==> config.mk <==
export PLATFORM = sky130hd
export DESIGN_NAME = program_loader
export DESIGN_NICKNAME = d
export VERILOG_FILES = /design/src/rtl/program_loader.sv
export SDC_FILE = /design/constraint.sdc
export NUM_CORES = 1
export LEC_CHECK = 0
export BUFFER_PORTS_ARGS = -buffer_cell sky130_fd_sc_hd__buf_4
export CAP_MARGIN = 25
export CORE_AREA = 2 2 109 111
export DETAILED_ROUTE_END_ITERATION = 6
export DIE_AREA = 0 0 111 113
export GPL_TIMING_DRIVEN = 1
export PLACE_DENSITY_LB_ADDON = 0.08
export SYNTH_ARGS = -nofsm -noshare
export SYNTH_HDL_FRONTEND = slang
export SYNTH_SLANG_ARGS = --single-unit
==> constraint.sdc <==
create_clock -name clk -period 9.8 [get_ports clk]
set_input_delay 1.96 -clock clk [delete_from_list [all_inputs] [get_ports clk]]
set_output_delay 1.96 -clock clk [all_outputs]
set_load 0.005 [all_outputs]
==> src/rtl/program_loader.sv <==
// rtl/program_loader.sv - byte-stream to instruction-memory loader with PC handoff
//
// Packs a little-endian byte stream into DATA_WIDTH words, writes each word
// into instruction memory, then hands the program to the core through a
// prog_ready / prog_ack handshake.
//
// Ports:
//   clk, arst                 clock, asynchronous active-high reset
//   start                     one-cycle request to begin a new load
//   byte_valid/byte_data/     incoming byte stream; byte_last marks the
//   byte_last/byte_ready      final byte of the program
//   imem_w_en/imem_wr_addr/   instruction-memory write port (byte address,
//   imem_data_in              word aligned); addr/data hold outside writes
//   prog_ready/prog_ack       handoff to the program counter
//   busy/done/error           load status
//   word_count                words written in the current load (saturating)
module program_loader #(
    parameter int DATA_WIDTH  = 32,
    parameter int BYTE_WIDTH  = 8,
    parameter int ADDR_WIDTH  = 32,
    parameter int MEM_DEPTH   = 1024,
    parameter int ACK_TIMEOUT = 256
) (
    input  logic                  clk,
    input  logic                  arst,
    input  logic                  start,
    input  logic                  byte_valid,
    input  logic [BYTE_WIDTH-1:0] byte_data,
    input  logic                  byte_last,
    output logic                  byte_ready,
    output logic                  imem_w_en,
    output logic [ADDR_WIDTH-1:0] imem_wr_addr,
    output logic [DATA_WIDTH-1:0] imem_data_in,
    output logic                  prog_ready,
    input  logic                  prog_ack,
    output logic                  busy,
    output logic                  done,
    output logic                  error,
    output logic [ADDR_WIDTH-1:0] word_count
);

    localparam int LANES          = DATA_WIDTH / BYTE_WIDTH;
    localparam int LANE_W         = (LANES > 1) ? $clog2(LANES) : 1;
    localparam int BYTES_PER_WORD = DATA_WIDTH / 8;
    localparam int MAX_WORDS      = MEM_DEPTH / BYTES_PER_WORD;
    localparam int TO_W           = $clog2(ACK_TIMEOUT + 1);

    localparam logic [ADDR_WIDTH-1:0] MAX_WORDS_A = ADDR_WIDTH'(MAX_WORDS);
    localparam logic [ADDR_WIDTH-1:0] WORD_BYTES  = ADDR_WIDTH'(BYTES_PER_WORD);
    localparam logic [LANE_W-1:0]     LAST_LANE   = LANE_W'(LANES - 1);
    localparam logic [TO_W-1:0]       TO_LAST     = TO_W'(ACK_TIMEOUT - 1);

    typedef enum logic [2:0] {
        S_IDLE     = 3'd0,
        S_RECV     = 3'd1,
        S_WRITE    = 3'd2,
        S_WAIT_ACK = 3'd3,
        S_RUN      = 3'd4,
        S_ERROR    = 3'd5
    } state_t;

    state_t                 state_q;
    logic [LANE_W-1:0]      lane_q;
    logic [DATA_WIDTH-1:0]  shift_q;
    logic                   last_q;
    logic [TO_W-1:0]        to_cnt_q;
    logic                   byte_ready_q;
    logic                   imem_w_en_q;
    logic [ADDR_WIDTH-1:0]  imem_wr_addr_q;
    logic [DATA_WIDTH-1:0]  imem_data_in_q;
    logic                   prog_ready_q;
    logic                   busy_q;
    logic                   done_q;
    logic                   error_q;
    logic [ADDR_WIDTH-1:0]  word_count_q;

    logic                   accept;
    logic                   restart;
    logic [DATA_WIDTH-1:0]  packed_d;

    // byte_ready_q is only ever set while in RECV, so it alone qualifies a transfer
    assign accept  = byte_valid & byte_ready_q;
    // start is honoured only where no load or handoff is pending
    assign restart = start & ((state_q == S_IDLE) | (state_q == S_RUN) | (state_q == S_ERROR));

    // Current partial word with the incoming byte dropped into its lane
    always_comb begin
        packed_d = shift_q;
        for (int i = 0; i < LANES; i++) begin
            if (lane_q == LANE_W'(i)) begin
                packed_d[i*BYTE_WIDTH +: BYTE_WIDTH] = byte_data;
            end
        end
    end

    always_ff @(posedge clk or posedge arst) begin
        if (arst) begin
            state_q        <= S_IDLE;
            lane_q         <= '0;
            shift_q        <= '0;
            last_q         <= 1'b0;
            to_cnt_q       <= '0;
            byte_ready_q   <= 1'b0;
            imem_w_en_q    <= 1'b0;
            imem_wr_addr_q <= '0;
            imem_data_in_q <= '0;
            prog_ready_q   <= 1'b0;
            busy_q         <= 1'b0;
            done_q         <= 1'b0;
            error_q        <= 1'b0;
            word_count_q   <= '0;
        end else if (restart) begin
            state_q      <= S_RECV;
            lane_q       <= '0;
            shift_q      <= '0;
            last_q       <= 1'b0;
            word_count_q <= '0;
            error_q      <= 1'b0;
            done_q       <= 1'b0;
            prog_ready_q <= 1'b0;
            byte_ready_q <= 1'b1;
            busy_q       <= 1'b1;
        end else begin
            case (state_q)
                S_RECV: begin
                    if (accept) begin
                        if (word_count_q == MAX_WORDS_A) begin
                            // Memory already full: drop the byte and stop
                            state_q      <= S_ERROR;
                            error_q      <= 1'b1;
                            byte_ready_q <= 1'b0;
                            busy_q       <= 1'b0;
                        end else if ((lane_q == LAST_LANE) || byte_last) begin
                            // Upper lanes of a short final word stay zero
                            state_q        <= S_WRITE;
                            imem_w_en_q    <= 1'b1;
                            imem_wr_addr_q <= word_count_q * WORD_BYTES;
                            imem_data_in_q <= packed_d;
                            last_q         <= byte_last;
                            byte_ready_q   <= 1'b0;
                        end else begin
                            shift_q <= packed_d;
                            lane_q  <= lane_q + LANE_W'(1);
                        end
                    end
                end
                S_WRITE: begin
                    imem_w_en_q <= 1'b0;
                    lane_q      <= '0;
                    shift_q     <= '0;
                    if (word_count_q != MAX_WORDS_A) begin
                        word_count_q <= word_count_q + ADDR_WIDTH'(1);
                    end
                    if (last_q) begin
                        state_q      <= S_WAIT_ACK;
                        prog_ready_q <= 1'b1;
                        to_cnt_q     <= '0;
                    end else begin
                        state_q      <= S_RECV;
                        byte_ready_q <= 1'b1;
                    end
                end
                S_WAIT_ACK: begin
                    if (prog_ack) begin
                        state_q <= S_RUN;
                        done_q  <= 1'b1;
                        busy_q  <= 1'b0;
                    end else if (to_cnt_q == TO_LAST) begin
                        // prog_ready has been up for ACK_TIMEOUT cycles
                        state_q      <= S_ERROR;
                        error_q      <= 1'b1;
                        prog_ready_q <= 1'b0;
                        busy_q       <= 1'b0;
                    end else begin
                        to_cnt_q <= to_cnt_q + TO_W'(1);
                    end
                end
                S_IDLE, S_RUN, S_ERROR: begin
                    // Left only through restart
                end
                default: begin
                    state_q <= S_IDLE;
                end
            endcase
        end
    end

    assign byte_ready   = byte_ready_q;
    assign imem_w_en    = imem_w_en_q;
    assign imem_wr_addr = imem_wr_addr_q;
    assign imem_data_in = imem_data_in_q;
    assign prog_ready   = prog_ready_q;
    assign busy         = busy_q;
    assign done         = done_q;
    assign error        = error_q;
    assign word_count   = word_count_q;

endmodule

==> metrics.cfg, run 1 <==
[placement]
port_buffers=113
dp_cells=801
placed_area_mm2=0.00768
gp_congestion=0.833
place_hpwl_um=9850

[clocking]
hold_buffers=0
numCtsBuffers=17
cts_buffer_depth=2
worstSkewPairLatency_ps=420
post_cts_buffers=0
htreeDepth=4
path_clk_slew_ps=60
cts-resized-gates=0
root_buffer=clkbuf_16
cts_tree=built
clock_sinks=147

[grt]
grt_util_all_layers_pct=24.3
grt_start_max_net_pins=82
grt_pass1_wl_um=24000
antenna_found_initial=0
gr-total-overflow=0
grt_pass1_vias=4752

[worst_setup_path]
cp-end-kind=flip-flop
reg2reg_setup_slack_ps=7300
worstPathRequired_ps=10100
crit_fanout=42
timing.rr.start=word_count[0]
criticalPathCategory=input port to flip-flop
r2r-end=imem_data_in[29]
crit_path_start_kind=input port
ff2ff_path_depth=9
crit_arrival_ps=3480

[die]
rows=39
ioPinCount=116
start_util_pct=60.3
die_area_mm2=0.0125
die_w_um=111
die_h_um=113
core_area_mm2=0.0113

[detailed_routing]
ant_nets=0
vias=4820
drt_iter0_markers=211
drt-wirelength-per-cell_um=17.4
first_pass_iters=4
vias_per_cell=5.77
drc=0
totalWireLength_um=14500

[synthesis]
netlist_instances=572
synth_compound_area_share_pct=7.04
muxShareOfSynthArea_pct=16.0
async_flop_share_pct=100
yosysMostFrequentCell=dfrtp_1
ys_seq_elements=147
synth_cell_type_count=51
post_synth.cell_area_avg_um2=11.9
synthXorXnorAreaFrac_pct=3.61
syn_area_mm2=0.00679
synthDominantCellAreaShare_pct=54.2
synth_top_area_cell=dfrtp_1
synth_ff_type=dfrtp_1
synth_top_family_by_area=multiplexers
synth.area.top_cells=dfrtp_1 (54%), mux2_1 (10%), mux2_2 (5.3%), a22o_1 (3.2%), nor2_1 (2.8%)
synth_edf_count=0
synth_simple_gate_area_share_pct=14.1
synthTopCellsByCount=dfrtp_1 (147), mux2_1 (62), nor2_1 (50)
ys_seq_area_share_pct=54.2
synth-warning-count=0
synthAdderAreaFrac_pct=1.47

[power_and_ir_drop]
clock_power_share_pct=30.0
finalPower_mw=2.29
p_per_area_mw_per_mm2=274
swShare_pct=31.0
p_leak_nw=4.17
pwr-share-comb_pct=28.6
power.ir.vdd_worst_mv=0.179
p_seq_share_pct=41.4
power.net_switching_mw=0.710
intPower_mw=1.58

[timing]
tightest_slew_ps=590
finClkSkew_ps=7.51
final-max-slew-violation-count=0
post-route-min-period_ps=3180
relSlewSlack_pct=60.6
min_period_over_period_pct=32.5
setup_viol=0
finalHoldViolations=0
fmax_mhz=314
rsz0062_at_grt=no
finalSetupTns_ps=0

[hold_path]
hold_class=flip-flop to flip-flop
hold_path_end=imem_wr_addr[21]
holdPathStages=1
worstHoldStart=imem_wr_addr[21]

[run]
max_cap_viol_count=0

[final_layout]
design_area_mm2=0.00835
area_growth_pct=22.9
num_antenna_cells=0
fin_cells=836
drive_gt1_share_pct=27.6
final_nets=702

[status]
outcome=completed

## how the worst max path moves through the flow
stage,start,to,slack (ps),cells past startpoint
floorplan,arst,busy,3890,1
global placement,start,shift_q[6],5910,6
detailed placement,start,shift_q[9],5790,6
CTS,start,shift_q[4],6240,6
global route,byte_valid,imem_data_in[29],6530,5
finish,byte_valid,imem_data_in[29],6620,5
## cell type report
| cell class | instances | area, um^2 |
|---|---|---|
| Clock buffer | 24 | 482 |
| Clock inverter | 8 | 149 |
| Fill cell | 794 | 2920 |
| Inverter | 12 | 50.0 |
| Multi-Input combinational cell | 381 | 2880 |
| Sequential cell | 147 | 3680 |
| Tap cell | 143 | 179 |
| Timing Repair Buffer | 121 | 928 |
## worst max-delay path: stages
cell and delay (ps):
buf_4 90, nand2_1 160, nor4_2 340, buf_4 530, mux2_1 390
## layer usage
layer | wire (um) | share of wire [%] | vias to the layer above | track usage, %
li1 | - | - | 2255 | -
met1 | 6110 | 42 | 2398 | 30.6
met2 | 7380 | 51 | 141 | 40.9
met3 | 713 | 4.9 | 26 | 5.62
met4 | 316 | 2.2 | 0 | 10.4
met5 | 0 | 0 | - | 0
## flip-flops by register name (all words and copies together) (netlist names), 2 cells and up
register and count:
imem_data_in 32, shift_q 32, word_count 32, imem_wr_addr 30, to_cnt_q 9, state_q 3
lane_q 2
## per-stage QoR
step / hold slack (ps) / utilization [%] / worst slack (ps)
finish: 481 / 74.1 / 6620
global placement: 463 / 68.1 / 5910
global route: 501 / 74.1 / 6530
detailed placement: 473 / 68.1 / 5790
floorplan: 450 / - / 3890
CTS: 489 / 73.7 / 6240
## cell families after synthesis
logic type,count (synthesis)
adder cells (fa/ha/maj),8
flip-flops,147
AND/OR/NAND/NOR,179
buffers and inverters,45
multiplexers,97
AO/OA/AOI/OAI,67
other,1
XOR/XNOR,28
## power by group through the flow
stage | Combinational (mW) | Sequential (mW) | Clock [mW]
after floorplan | 0.382 | 0.910 | 0
after CTS | 0.658 | 0.946 | 0.695
after global placement | 0.633 | 0.943 | 0
final | 0.654 | 0.948 | 0.687
after detailed placement | 0.652 | 0.952 | 0
after global routing | 0.719 | 0.976 | 0.725
## cells in the final DEF (no fill, tap or decap), drive strengths merged, types with 8 or more instances in the layout
cell and n:
a21oi 15, a22o 25, buf 120, clkbuf 25, dfrtp 147, ha 8
inv 12, mux2 94, nand2 26, nand3 22, nand4 10, nor2 51
nor2b 11, nor3 10, nor4 12, o21ai 14, xnor2 13, xor2 15
No activity file was read; power rests on OpenSTA's default activity.
==> run 2: changes to the inputs <==
CORE_AREA = 2 2 119 121   (was 2 2 109 111)
DIE_AREA = 0 0 121 123   (was 0 0 111 113)
clock period = 2.9 ns   (was 9.8 ns; I/O delays follow)
==> metrics.cfg, run 2 (synthesized netlist as in run 1, its figures left out) <==
[clocking]
clock_sinks=147  ; unchanged
htreeDepth=4  ; unchanged
cts_tree=built  ; unchanged
cts-resized-gates=0  ; unchanged
numCtsBuffers=17  ; unchanged
worstSkewPairLatency_ps=420  ; about the same
hold_buffers=0  ; unchanged
root_buffer=clkbuf_16  ; unchanged
cts_buffer_depth=2  ; unchanged
post_cts_buffers=0  ; unchanged
path_clk_slew_ps=60  ; about the same

[run]
max_cap_viol_count=0  ; unchanged

[final_layout]
area_growth_pct=25.0  ; was 22.9%
final_nets=708  ; was 702
num_antenna_cells=0  ; unchanged
final_common_cell=dfrtp_1  ; unchanged
finish.utilization_pct=62.4  ; was 74.1%
most-common-layout-cells=dfrtp_1 (147), buf_4 (122), mux2_1 (62), nor2_1 (49), mux2_2 (32)  ; was dfrtp_1 (147), buf_4 (119), mux2_1 (62), nor2_1 (49), mux2_2 (32)
drive_gt1_share_pct=28.5  ; was 27.6%
fin_cells=879  ; was 836

[worst_setup_path]
r2r-end=imem_wr_addr[12]  ; was imem_data_in[29]
criticalPathCategory=flip-flop to flip-flop  ; was input port to flip-flop
ff2ff_path_depth=4  ; was 9
cp-end-kind=flip-flop  ; unchanged
worstSetupEndpoint=imem_wr_addr[12]  ; was imem_data_in[29]
reg2reg_setup_slack_ps=510  ; was 7300 ps
crit_path_start_kind=flip-flop  ; was input port
crit_path_start=state_q[1]  ; was byte_valid
worstPathRequired_ps=3200  ; was 10100 ps
timing.rr.start=state_q[1]  ; was word_count[0]
crit_fanout=32  ; was 42
crit_arrival_ps=2690  ; was 3480 ps

[power_and_ir_drop]
finalPower_mw=7.81  ; was 2.29 mW
power.ir.vdd_worst_mv=0.581  ; was 0.179 mV
p_leak_nw=4.20  ; was 4.17 nW
p_per_area_mw_per_mm2=920  ; was 274 mW/mm^2

[grt]
antenna_found_initial=0  ; unchanged
grt_most_used_layer=met2  ; unchanged
grt_util_all_layers_pct=21.5  ; was 24.3%
use_met1_pct=26.4  ; was 30.6%
grtUsageMet2_pct=36.4  ; was 40.9%
grt_pass1_vias=4867  ; was 4752
gr-total-overflow=0  ; unchanged
grt_start_max_net_pins=41  ; was 82
grt_pass1_wl_um=24700  ; was 24000 um
grt_use_met3_pct=4.43  ; was 5.62%

[die]
die_h_um=123  ; was 113 um
rows=43  ; was 39
die_w_um=121  ; was 111 um
ioPinCount=116  ; unchanged
start_util_pct=49.9  ; was 60.3%
core_area_mm2=0.0136  ; was 0.0113 mm^2
die_area_mm2=0.0149  ; was 0.0125 mm^2

[detailed_routing]
first_pass_iters=6  ; was 4
vias_per_cell=5.52  ; was 5.77
vias=4850  ; was 4820
drt_iter0_markers=262  ; was 211
drc=0  ; unchanged
totalWireLength_um=15100  ; was 14500 um
drt-wirelength-per-cell_um=17.1  ; was 17.4 um
ant_nets=0  ; unchanged

[timing]
setup_viol=0  ; unchanged
finalHoldViolations=0  ; unchanged
relSlewSlack_pct=43.9  ; was 60.6%
tightest_slew_ps=841  ; was 590 ps
min_period_over_period_pct=82.3
hold_slack_ps=76.4  ; was 481 ps
final-max-slew-violation-count=0  ; unchanged
finalSetupTns_ps=0  ; unchanged
rsz0062_at_grt=no  ; unchanged
fmax_mhz=419
finClkSkew_ps=7.64  ; was 7.51 ps
post-route-min-period_ps=2390

[hold_path]
hold_class=input port to async pin  ; was flip-flop to flip-flop

[placement]
port_buffers=113  ; unchanged
gp_congestion=0.871  ; was 0.833
place_hpwl_um=10700  ; was 9850 um
dp_cells=846  ; was 801

[status]
outcome=completed  ; unchanged

-- run 2: through the flow --
stage | area (um^2) | worst slack [ps]
2_1_floorplan | 6800 | 473
3_3_place_gp | 7830 | 572
3_5_place_dp | 7830 | 525
4_1_cts | 8470 | 492
5_1_grt | 8490 | 354
6_report | 8490 | 513
-- run 2: area by class of cell --
class / instances / area (um^2)
Inverter: 12 / 48.8
Clock inverter: 13 / 208
Timing Repair Buffer: 127 / 1020
Sequential cell: 147 / 3680
Clock buffer: 19 / 433
Multi-Input combinational cell: 381 / 2880
Tap cell: 180 / 225
Fill cell: 1089 / 5120
-- run 2: worst min-delay path by stage --
stage / endpoint / slack (ps) / depth (start not counted)
global route: shift_q[4] / 70 / 2
global placement: imem_w_en / 470 / 1
CTS: lane_q[0] / 390 / 2
detailed placement: to_cnt_q[8] / 470 / 2
finish: shift_q[4] / 80 / 2
floorplan: to_cnt_q[8] / 450 / 2
-- run 2: where the power goes --
group	switching (mW)	internal, mW
combinational	0.999	1.25
clock	0.845	1.53
sequential	0.587	2.60
-- run 2: per-layer routing --
metal	vias up	wire [um]
met5	-	0
met4	0	353
met3	33	642
met2	139	7710
met1	2423	6370
li1	2255	-
-- run 2: worst max-delay path, cell delays in order (launching register included) --
cell and delay (ps):
dfrtp_1 560, or3b_4 500, nor4_2 370, buf_4 440, mux2_1 370
==> run 3: changes to the inputs <==
CORE_AREA = 2 2 114 116   (was 2 2 119 121)
DIE_AREA = 0 0 116 118   (was 0 0 121 123)
clock period = 2.3 ns   (was 2.9 ns; I/O delays follow)
==> metrics.cfg, run 3 (synthesized netlist as in run 1, its figures left out) <==
[worst_setup_path]
crit_path_start_kind=flip-flop  ; unchanged
crit_slowest_cell=dfrtp_1  ; unchanged
cpLargestDelayFamily=simple AND/OR/NAND/NOR gates  ; unchanged
criticalPathCategory=flip-flop to flip-flop  ; unchanged
crit_fanout=14  ; was 32
path_buf_inv=3  ; was 1
crit_arrival_ps=2460  ; was 2690 ps
worstPathRequired_ps=2600  ; was 3200 ps
cpPeakStageDelay_ps=370  ; was 560 ps
cp-end-kind=flip-flop  ; unchanged
crit_chain=inv_1 > ha_1 > nor4b_1 > nand3_1 > nor3_1 > nor4_2 > buf_4 > buf_4 > mux2_1  ; was or3b_4 > nor4_2 > buf_4 > mux2_1
path_common_cell=buf_4

[clocking]
root_buffer=clkbuf_16  ; unchanged
htreeDepth=4  ; unchanged
post_cts_buffers=0  ; unchanged
cts_buffer_depth=2  ; unchanged
path_clk_slew_ps=60  ; about the same
cts_tree=built  ; unchanged
worstSkewPairLatency_ps=420  ; about the same
numCtsBuffers=17  ; unchanged
clock_sinks=147  ; unchanged
hold_buffers=0  ; unchanged

[detailed_routing]
drt_iter0_markers=275  ; was 262
vias=4947  ; was 4850
ant_nets=0  ; unchanged
vias_per_cell=5.50  ; was 5.52
totalWireLength_um=15100  ; about the same
drc=0  ; unchanged
drt-wirelength-per-cell_um=16.8  ; was 17.1 um
first_pass_iters=4  ; was 6

[die]
die_w_um=116  ; was 121 um
die_area_mm2=0.0137  ; was 0.0149 mm^2
ioPinCount=116  ; unchanged
start_util_pct=54.7  ; was 49.9%
core_area_mm2=0.0124  ; was 0.0136 mm^2
rows=41  ; was 43
die_h_um=118  ; was 123 um

[grt]
grt_pass1_wl_um=25300  ; was 24700 um
grt_util_all_layers_pct=23.6  ; was 21.5%
grt_start_max_net_pins=91  ; was 41
antenna_found_initial=0  ; unchanged
grt_pass1_vias=4991  ; was 4867
gr-total-overflow=0  ; unchanged

[final_layout]
final_common_cell=buf_4  ; was dfrtp_1
most-common-layout-cells=buf_4 (153), dfrtp_1 (147), mux2_1 (62), nor2_1 (49), mux2_2 (32)  ; was dfrtp_1 (147), buf_4 (122), mux2_1 (62), nor2_1 (49), mux2_2 (32)
fin_cells=900  ; was 879
drive_gt1_share_pct=31.6  ; was 28.5%
final_nets=737  ; was 708
num_antenna_cells=0  ; unchanged
area_growth_pct=26.9  ; was 25.0%
finish.utilization_pct=69.4  ; was 62.4%
design_area_mm2=0.00862  ; was 0.00849 mm^2

[placement]
gp_congestion=0.864  ; was 0.871
post-place-ws_ps=138  ; was 525 ps
placed_area_mm2=0.00804  ; was 0.00783 mm^2
place_hpwl_um=10500  ; was 10700 um
dp_cells=868  ; was 846
port_buffers=113  ; unchanged

[timing]
rsz0062_at_grt=no  ; unchanged
min_period_over_period_pct=93.8  ; was 82.3%
setup_viol=0  ; unchanged
finalSetupTns_ps=0  ; unchanged
relSlewSlack_pct=52.6  ; was 43.9%
hold_slack_ps=161  ; was 76.4 ps
tightest_slew_ps=711  ; was 841 ps
fmax_mhz=464  ; was 419 MHz
post-route-min-period_ps=2160  ; was 2390 ps
finalHoldViolations=0  ; unchanged
finClkSkew_ps=8.92  ; was 7.64 ps
layout_setup_ws_ps=143  ; was 513 ps
final-max-slew-violation-count=0  ; unchanged

[status]
outcome=completed  ; unchanged

[power_and_ir_drop]
finalPower_mw=9.87  ; was 7.81 mW
p_leak_nw=4.31  ; was 4.20 nW
p_per_area_mw_per_mm2=1140  ; was 920 mW/mm^2
power.ir.vdd_worst_mv=0.779  ; was 0.581 mV

[run]
max_cap_viol_count=0  ; unchanged

[hold_path]
hold_class=input port to async pin  ; unchanged

-- run 3: cell types whose count changed in the layout (fill, tap and decap cells not counted), sizes merged --
cell,before,now
buf,127,156
bufinv,5,2
clkinv,3,4
clkinvlp,5,8
inv,12,11
-- run 3: worst paths after layout --
check / cells after the start / startpoint / slack (ps) / to
worst min-delay path: 3 / arst / 160 / imem_data_in[7]
worst max register to register: 9 / word_count[0] / 140 / imem_data_in[27]
min in group clk: 2 / byte_data[7] / 320 / shift_q[15]
worst min register to register: 2 / to_cnt_q[8] / 480 / to_cnt_q[8]
worst max-delay path: 9 / word_count[0] / 140 / imem_data_in[27]
max in group asynchronous: 3 / arst / 1510 / imem_wr_addr[18]
-- run 3: routing by layer --
layer | vias to the layer above | global-route usage, % | share of wire (%) | routed length, um
met3 | 24 | 5.25 | 4.7 | 713
met5 | - | 0 | 0 | 0
li1 | 2318 | - | - | -
met2 | 140 | 38.0 | 50 | 7580
met4 | 0 | 8.41 | 2.0 | 302
met1 | 2465 | 31.5 | 43 | 6490
-- run 3: power by group --
group / switching [mW] / internal, mW / total [mW]
logic: 1.61 / 1.83 / 3.44
registers: 0.459 / 3.28 / 3.74
clock network: 1.07 / 1.62 / 2.69
total: 3.14 / 6.73 / 9.87
-- run 3: area by class of cell --
class,count,area [um^2]
Tap cell,172,215
Clock inverter,13,136
Timing Repair Buffer,156,1210
Inverter,12,48.8
Multi-Input combinational cell,381,2890
Clock buffer,19,443
Fill cell,941,3790
Sequential cell,147,3680
-- run 3: what timing repair did --
action | 4_1_cts | 5_1_grt
endpoints found under the hold margin | 0 | 0
endpoints found under the setup margin | 0 | 2
gates resized for setup | 0 | 1
-- run 3: tightest hold or removal path, cell delays in order --
cell and delay, ps:
buf_4 120, clkinvlp_4 80, buf_12 350
